`config.mk`:
```
export PLATFORM = sky130hd
export DESIGN_NAME = branch_redirect_ctrl_flat
export DESIGN_NICKNAME = d
export VERILOG_FILES = /design/src/rtl/branch_redirect_ctrl_if.sv /design/src/rtl/branch_redirect_ctrl.sv /design/src/flat_wrapper.sv
export SDC_FILE = /design/constraint.sdc
export NUM_CORES = 1
export LEC_CHECK = 0
export BUFFER_PORTS_ARGS = -buffer_cell sky130_fd_sc_hd__buf_2
export CAP_MARGIN = 10
export CORE_MARGIN = 10
export CORE_UTILIZATION = 51
export CTS_CLUSTER_DIAMETER = 30
export DETAILED_ROUTE_END_ITERATION = 10
export HOLD_SLACK_MARGIN = 0.08
export PLACE_DENSITY_LB_ADDON = 0.3
export SYNTH_ARGS = -nofsm -noshare
export SYNTH_HDL_FRONTEND = slang
export SYNTH_SLANG_ARGS = --single-unit
```
`constraint.sdc`:
```
create_clock -name clk -period 4.2 [get_ports clk]
set_input_delay 0.63 -clock clk [delete_from_list [all_inputs] [get_ports clk]]
set_output_delay 0.63 -clock clk [all_outputs]
set_load 0.005 [all_outputs]
```
`src/rtl/branch_redirect_ctrl_if.sv`:
```
// rtl/branch_redirect_ctrl_if.sv - execute/fetch redirect bus for branch_redirect_ctrl
interface branch_redirect_ctrl_if #(
  parameter int AWIDTH = 32,
  parameter int CNTW   = 32
);
  logic              br_valid_i;
  logic [6:0]        br_opcode_i;
  logic [2:0]        br_funct3_i;
  logic              breq_i;
  logic              brlt_i;
  logic [AWIDTH-1:0] target_i;
  logic              redirect_ready_i;
  logic              redirect_valid_o;
  logic [AWIDTH-1:0] redirect_pc_o;
  logic              flush_o;
  logic              stall_o;
  logic              misalign_o;
  logic [CNTW-1:0]   branch_cnt_o;
  logic [CNTW-1:0]   taken_cnt_o;

  modport master (
    output br_valid_i, br_opcode_i, br_funct3_i, breq_i, brlt_i, target_i, redirect_ready_i,
    input  redirect_valid_o, redirect_pc_o, flush_o, stall_o, misalign_o, branch_cnt_o, taken_cnt_o
  );

  modport slave (
    input  br_valid_i, br_opcode_i, br_funct3_i, breq_i, brlt_i, target_i, redirect_ready_i,
    output redirect_valid_o, redirect_pc_o, flush_o, stall_o, misalign_o, branch_cnt_o, taken_cnt_o
  );
endinterface

```
`src/rtl/branch_redirect_ctrl.sv`:
```
// rtl/branch_redirect_ctrl.sv - predict-not-taken redirect sequencer with flush window and counters
module branch_redirect_ctrl #(
  parameter int AWIDTH       = 32,
  parameter int FLUSH_CYCLES = 2,
  parameter int CNTW         = 32
) (
  input  logic                 clk,
  input  logic                 reset,
  branch_redirect_ctrl_if.slave bus
);
  localparam logic [6:0] OP_BRANCH = 7'b1100011;
  localparam logic [6:0] OP_JAL    = 7'b1101111;
  localparam logic [6:0] OP_JALR   = 7'b1100111;
  localparam int FW = (FLUSH_CYCLES > 0) ? $clog2(FLUSH_CYCLES + 1) : 1;

  typedef enum logic [1:0] {IDLE, REDIRECT, FLUSH} state_t;

  state_t            state, state_nx;
  logic [AWIDTH-1:0] pc_q, pc_nx;
  logic [FW-1:0]     fcnt_q, fcnt_nx;
  logic [CNTW-1:0]   bcnt_q, bcnt_nx;
  logic [CNTW-1:0]   tcnt_q, tcnt_nx;
  logic              mis_q, mis_nx;
  logic              is_cf;
  logic              taken;
  logic [AWIDTH-1:0] eff_target;

  // Decode the resolved instruction into control-flow / taken / effective target
  always_comb begin
    is_cf      = 1'b0;
    taken      = 1'b0;
    eff_target = bus.target_i;
    case (bus.br_opcode_i)
      OP_BRANCH: begin
        is_cf = 1'b1;
        case (bus.br_funct3_i)
          3'b000:         taken = bus.breq_i;
          3'b001:         taken = !bus.breq_i;
          3'b100, 3'b110: taken = bus.brlt_i;
          3'b101, 3'b111: taken = !bus.brlt_i;
          default:        taken = 1'b0;
        endcase
      end
      OP_JAL: begin
        is_cf = 1'b1;
        taken = 1'b1;
      end
      OP_JALR: begin
        is_cf         = 1'b1;
        taken         = 1'b1;
        eff_target[0] = 1'b0;
      end
      default: ;
    endcase
  end

  // Next-state, redirect latch, flush countdown and saturating counters
  always_comb begin
    state_nx = state;
    pc_nx    = pc_q;
    fcnt_nx  = fcnt_q;
    bcnt_nx  = bcnt_q;
    tcnt_nx  = tcnt_q;
    mis_nx   = 1'b0;
    case (state)
      IDLE: begin
        if (bus.br_valid_i && is_cf) begin
          if (bcnt_q != '1) bcnt_nx = bcnt_q + CNTW'(1);
          if (taken) begin
            if (tcnt_q != '1) tcnt_nx = tcnt_q + CNTW'(1);
            if (eff_target[1]) begin
              mis_nx = 1'b1;
            end else begin
              pc_nx    = eff_target;
              state_nx = REDIRECT;
            end
          end
        end
      end
      REDIRECT: begin
        if (bus.redirect_ready_i) begin
          if (FLUSH_CYCLES == 0) begin
            state_nx = IDLE;
          end else begin
            state_nx = FLUSH;
            fcnt_nx  = FW'(FLUSH_CYCLES);
          end
        end
      end
      FLUSH: begin
        if (fcnt_q <= FW'(1)) state_nx = IDLE;
        else                  fcnt_nx  = fcnt_q - FW'(1);
      end
      default: state_nx = IDLE;
    endcase
  end

  // State register; reset aborts any redirect or flush in progress
  always_ff @(posedge clk or posedge reset) begin
    if (reset) begin
      state  <= IDLE;
      pc_q   <= '0;
      fcnt_q <= '0;
      bcnt_q <= '0;
      tcnt_q <= '0;
      mis_q  <= 1'b0;
    end else begin
      state  <= state_nx;
      pc_q   <= pc_nx;
      fcnt_q <= fcnt_nx;
      bcnt_q <= bcnt_nx;
      tcnt_q <= tcnt_nx;
      mis_q  <= mis_nx;
    end
  end

  assign bus.redirect_valid_o = (state == REDIRECT);
  assign bus.flush_o          = (state != IDLE);
  assign bus.stall_o          = (state != IDLE);
  assign bus.redirect_pc_o    = pc_q;
  assign bus.misalign_o       = mis_q;
  assign bus.branch_cnt_o     = bcnt_q;
  assign bus.taken_cnt_o      = tcnt_q;
endmodule

```
`src/flat_wrapper.sv`:
```
// flat-port wrapper written by rule: the top's interface ports become plain ports
module branch_redirect_ctrl_flat 
#(
  parameter int AWIDTH       = 32,
  parameter int FLUSH_CYCLES = 2,
  parameter int CNTW         = 32
)
  (clk, reset, bus_br_valid_i, bus_br_opcode_i, bus_br_funct3_i, bus_breq_i, bus_brlt_i, bus_target_i, bus_redirect_ready_i, bus_redirect_valid_o, bus_redirect_pc_o, bus_flush_o, bus_stall_o, bus_misalign_o, bus_branch_cnt_o, bus_taken_cnt_o);
  branch_redirect_ctrl_if #(.AWIDTH(AWIDTH), .CNTW(CNTW)) bus_i ();
  input  logic clk;
  input  logic reset;
  input wire logic [$bits(bus_i.br_valid_i)-1:0] bus_br_valid_i;
  input wire logic [$bits(bus_i.br_opcode_i)-1:0] bus_br_opcode_i;
  input wire logic [$bits(bus_i.br_funct3_i)-1:0] bus_br_funct3_i;
  input wire logic [$bits(bus_i.breq_i)-1:0] bus_breq_i;
  input wire logic [$bits(bus_i.brlt_i)-1:0] bus_brlt_i;
  input wire logic [$bits(bus_i.target_i)-1:0] bus_target_i;
  input wire logic [$bits(bus_i.redirect_ready_i)-1:0] bus_redirect_ready_i;
  output wire logic [$bits(bus_i.redirect_valid_o)-1:0] bus_redirect_valid_o;
  output wire logic [$bits(bus_i.redirect_pc_o)-1:0] bus_redirect_pc_o;
  output wire logic [$bits(bus_i.flush_o)-1:0] bus_flush_o;
  output wire logic [$bits(bus_i.stall_o)-1:0] bus_stall_o;
  output wire logic [$bits(bus_i.misalign_o)-1:0] bus_misalign_o;
  output wire logic [$bits(bus_i.branch_cnt_o)-1:0] bus_branch_cnt_o;
  output wire logic [$bits(bus_i.taken_cnt_o)-1:0] bus_taken_cnt_o;
  assign bus_i.br_valid_i = bus_br_valid_i;
  assign bus_i.br_opcode_i = bus_br_opcode_i;
  assign bus_i.br_funct3_i = bus_br_funct3_i;
  assign bus_i.breq_i = bus_breq_i;
  assign bus_i.brlt_i = bus_brlt_i;
  assign bus_i.target_i = bus_target_i;
  assign bus_i.redirect_ready_i = bus_redirect_ready_i;
  assign bus_redirect_valid_o = bus_i.redirect_valid_o;
  assign bus_redirect_pc_o = bus_i.redirect_pc_o;
  assign bus_flush_o = bus_i.flush_o;
  assign bus_stall_o = bus_i.stall_o;
  assign bus_misalign_o = bus_i.misalign_o;
  assign bus_branch_cnt_o = bus_i.branch_cnt_o;
  assign bus_taken_cnt_o = bus_i.taken_cnt_o;
  branch_redirect_ctrl #(.AWIDTH(AWIDTH), .FLUSH_CYCLES(FLUSH_CYCLES), .CNTW(CNTW)) u_core (.clk(clk), .reset(reset), .bus(bus_i));
endmodule
```
==> impl_metrics.tcl <==
set metrics [dict create \
    outcome "finished clean" \
    hold_depth 3 \
    syn-cell-area_sq_mm 0.00466 \
    firstDrtPassIters 4 \
    finalCritPeriodShare_pct 61.6 \
    path_max_fanout 16 \
    routed_wl_microns 11500 \
    r2r.worst_path.cells 6 \
    fillCellCount 711 \
    finalSetupViolations 0 \
    synth_fa_ha_area_share_pct 0.806 \
    rows 34 \
    wl_per_cell_microns 17.4 \
    criticalPathCategory "flop to flop" \
    h-tree-depth 3 \
    synth_top_family_by_area "simple AND/OR/NAND/NOR gates" \
    antenna_found_initial 0 \
    grt_pass1_wl_microns 18700 \
    hold_class "input port to flop" \
    max_stage_delay_ps 600 \
    relSlewSlack_pct 33.7 \
    ys_types 46 \
    final_cell_mix "buf_2, dfrtp_1, xnor2_1" \
    die-height_microns 116 \
    cts_hold_buf 0 \
    drtIter0Drc 153 \
    grt_pass1_vias 3655 \
    drc_errors 0 \
    pre_cts_ws_ps 1420 \
    path_cells "ha_1 -> and4_1 -> nand3_1 -> o41ai_4 -> buf_4 -> mux2_1" \
    min_period_ps 2590 \
    dp_hpwl_microns 8850 \
    post_cts_buffers 0 \
    hold_violations 0 \
    drv_cap 0 \
    fmax_mhz 387 \
    die_w_microns 116 \
    gp_congestion 0.804 \
    cts_num_sinks 100 \
    cp-end-kind "flop" \
    cts-resized-gates 0 \
    grt_overflow 0 \
    core_area_sq_mm 0.00881 \
    die_area_sq_mm 0.0134 \
    final_util_pct 65.1 \
    grtUsageTotal_pct 17.2 \
    synth_xor_area_share_pct 11.7 \
    synthCells 396 \
    rsz0062_at_grt "false" \
    stdcell_count 661 \
    cts-buffers-inserted 9 \
    worst_slew_pin_slew_ps 994 \
    cp.required_ps 4430 \
    dp_cells 645 \
    io_buffers 146 \
    antennaDiodeCount 0 \
    vias 3635 \
    design.final.nets 599 \
    tns_ps 0 \
    layout-drive-gt1-share_pct 37.8 \
    setup_slack_ps 1610 \
    finalPower_uw 1860 \
    synthMuxAreaShare_pct 7.95 \
    skew_ps 11.7 \
    syn_to_final_growth_pct 23.1 \
    crit_arrival_ps 2820 \
    initial_core_util_pct 52.9 \
    insertion_delay_ps 360 \
    async_flop_share_pct 100 \
    final_common_cell "buf_2" \
    vias_per_cell 5.50 \
    io_pins 148 \
    grt_max_degree 83 \
    tritoncts "done" \
    synth_seq_area_share_pct 53.7 \
    yosys_warnings 0 \
    clk_pin_slew_worst_paths_ps 100 \
    root_buffer "clkbuf_8" \
    clock_path_buffers 2 \
    syn_area_per_cell_sq_um 11.8 \
    critPathLaunchType "flop" \
    synth_ff_type "dfrtp_1" \
    p_leak_uw 0.00307 \
    syn_nets 447 \
    ys_ff_latch 100 \
    cpMaxStageDelayCell "o41ai_4" \
    yosys.area_share.simple_pct 19.8 \
    power_density_mw_per_mm2 325 \
    synth-compound-area-share_pct 3.46 \
    ant_nets 0 \
    vdd_drop_max_v 0.000247 \
    drv_slew 0 \
    synth_edf_count 0 \
]
[cell usage after synthesis (8+ instances only)]
library cell,instances,area (sq um)
nor3_1,15,75.1
and4_1,11,96.3
and3_1,13,81.3
nand2_1,18,67.6
xnor2_1,39,342
and2_1,8,50.1
xor2_1,23,201
mux2_2,31,349
nand3_1,27,135
inv_1,12,45.0
nor2_1,14,52.6
dfrtp_1,100,2500
nand4_1,30,188
[routing by layer]
layer	global-route usage (%)	share of wire, %	vias up
met5	0	0	-
met4	5.15	1.3	0
met3	5.17	9.5	13
met2	28.2	47	121
met1	21.3	42	1776
li1	-	-	1725
[power by group]
group / internal (uW) / switching [uW]
Combinational: 62.8 / 61.7
Clock: 397 / 321
Sequential: 992 / 26.3
[through the flow]
stage          hold slack [ps]  instance area [sq um]
3_5_place_dp               477                   5500
6_report                   488                   5740
4_1_cts                    480                   5740
3_3_place_gp               467                   5500
5_1_grt                    486                   5740
2_1_floorplan              478                   4660
[worst paths after layout]
kind                                                             to  slack [ps]                              startpoint
max in group asynchronous    u_core.bus.branch_cnt_o[2]$_DFFE_PP0P_        2840                                   reset
min                         u_core.bus.redirect_pc_o[0]$_DFFE_PP0P_         490                         bus_target_i[0]
min in group asynchronous  u_core.bus.redirect_pc_o[11]$_DFFE_PP0P_         510                                   reset
max                          u_core.bus.branch_cnt_o[1]$_DFFE_PP0P_        1610  u_core.bus.branch_cnt_o[0]$_DFFE_PP0P_
min reg2reg                  u_core.bus.branch_cnt_o[7]$_DFFE_PP0P_         490  u_core.bus.branch_cnt_o[7]$_DFFE_PP0P_
max reg2reg                  u_core.bus.branch_cnt_o[1]$_DFFE_PP0P_        1610  u_core.bus.branch_cnt_o[0]$_DFFE_PP0P_
[cell type report]
| type | count | area (sq um) | area share, % |
|---|---|---|---|
| Tap cell | 108 | 135 | 2.36 |
| Inverter | 12 | 47.5 | 0.829 |
| Sequential cell | 100 | 2500 | 43.6 |
| Clock inverter | 6 | 111 | 1.94 |
| Timing Repair Buffer | 151 | 768 | 13.4 |
| Multi-Input combinational cell | 274 | 2040 | 35.6 |
| Clock buffer | 10 | 128 | 2.22 |
[critical path, delay by kind of cell, from the launching register on]
| kind | cells | cell delay [ps] |
|---|---|---|
| compound gates | 1 | 600 |
| flops | 1 | 480 |
| mux | 1 | 330 |
| simple gates | 2 | 500 |
| fa+ha+maj | 1 | 230 |
| buf+inv | 1 | 320 |
[flip-flops by register name, indices dropped and copies added, names as in the netlist]
name                      flops
u_core.fcnt_q                 2
u_core.bus.misalign_o         1
u_core.bus.taken_cnt_o       32
u_core.bus.branch_cnt_o      32
u_core.state                  2
u_core.bus.redirect_pc_o     31
[cell families after synthesis]
group | after synthesis
AND/OR/NAND/NOR | 156
flip-flops | 100
XOR/XNOR | 62
multiplexers | 33
buffers and inverters | 22
AO/OA/AOI/OAI | 19
adder cells (fa/ha/maj) | 3
other | 1
No activity file was read; power rests on OpenSTA's default activity.
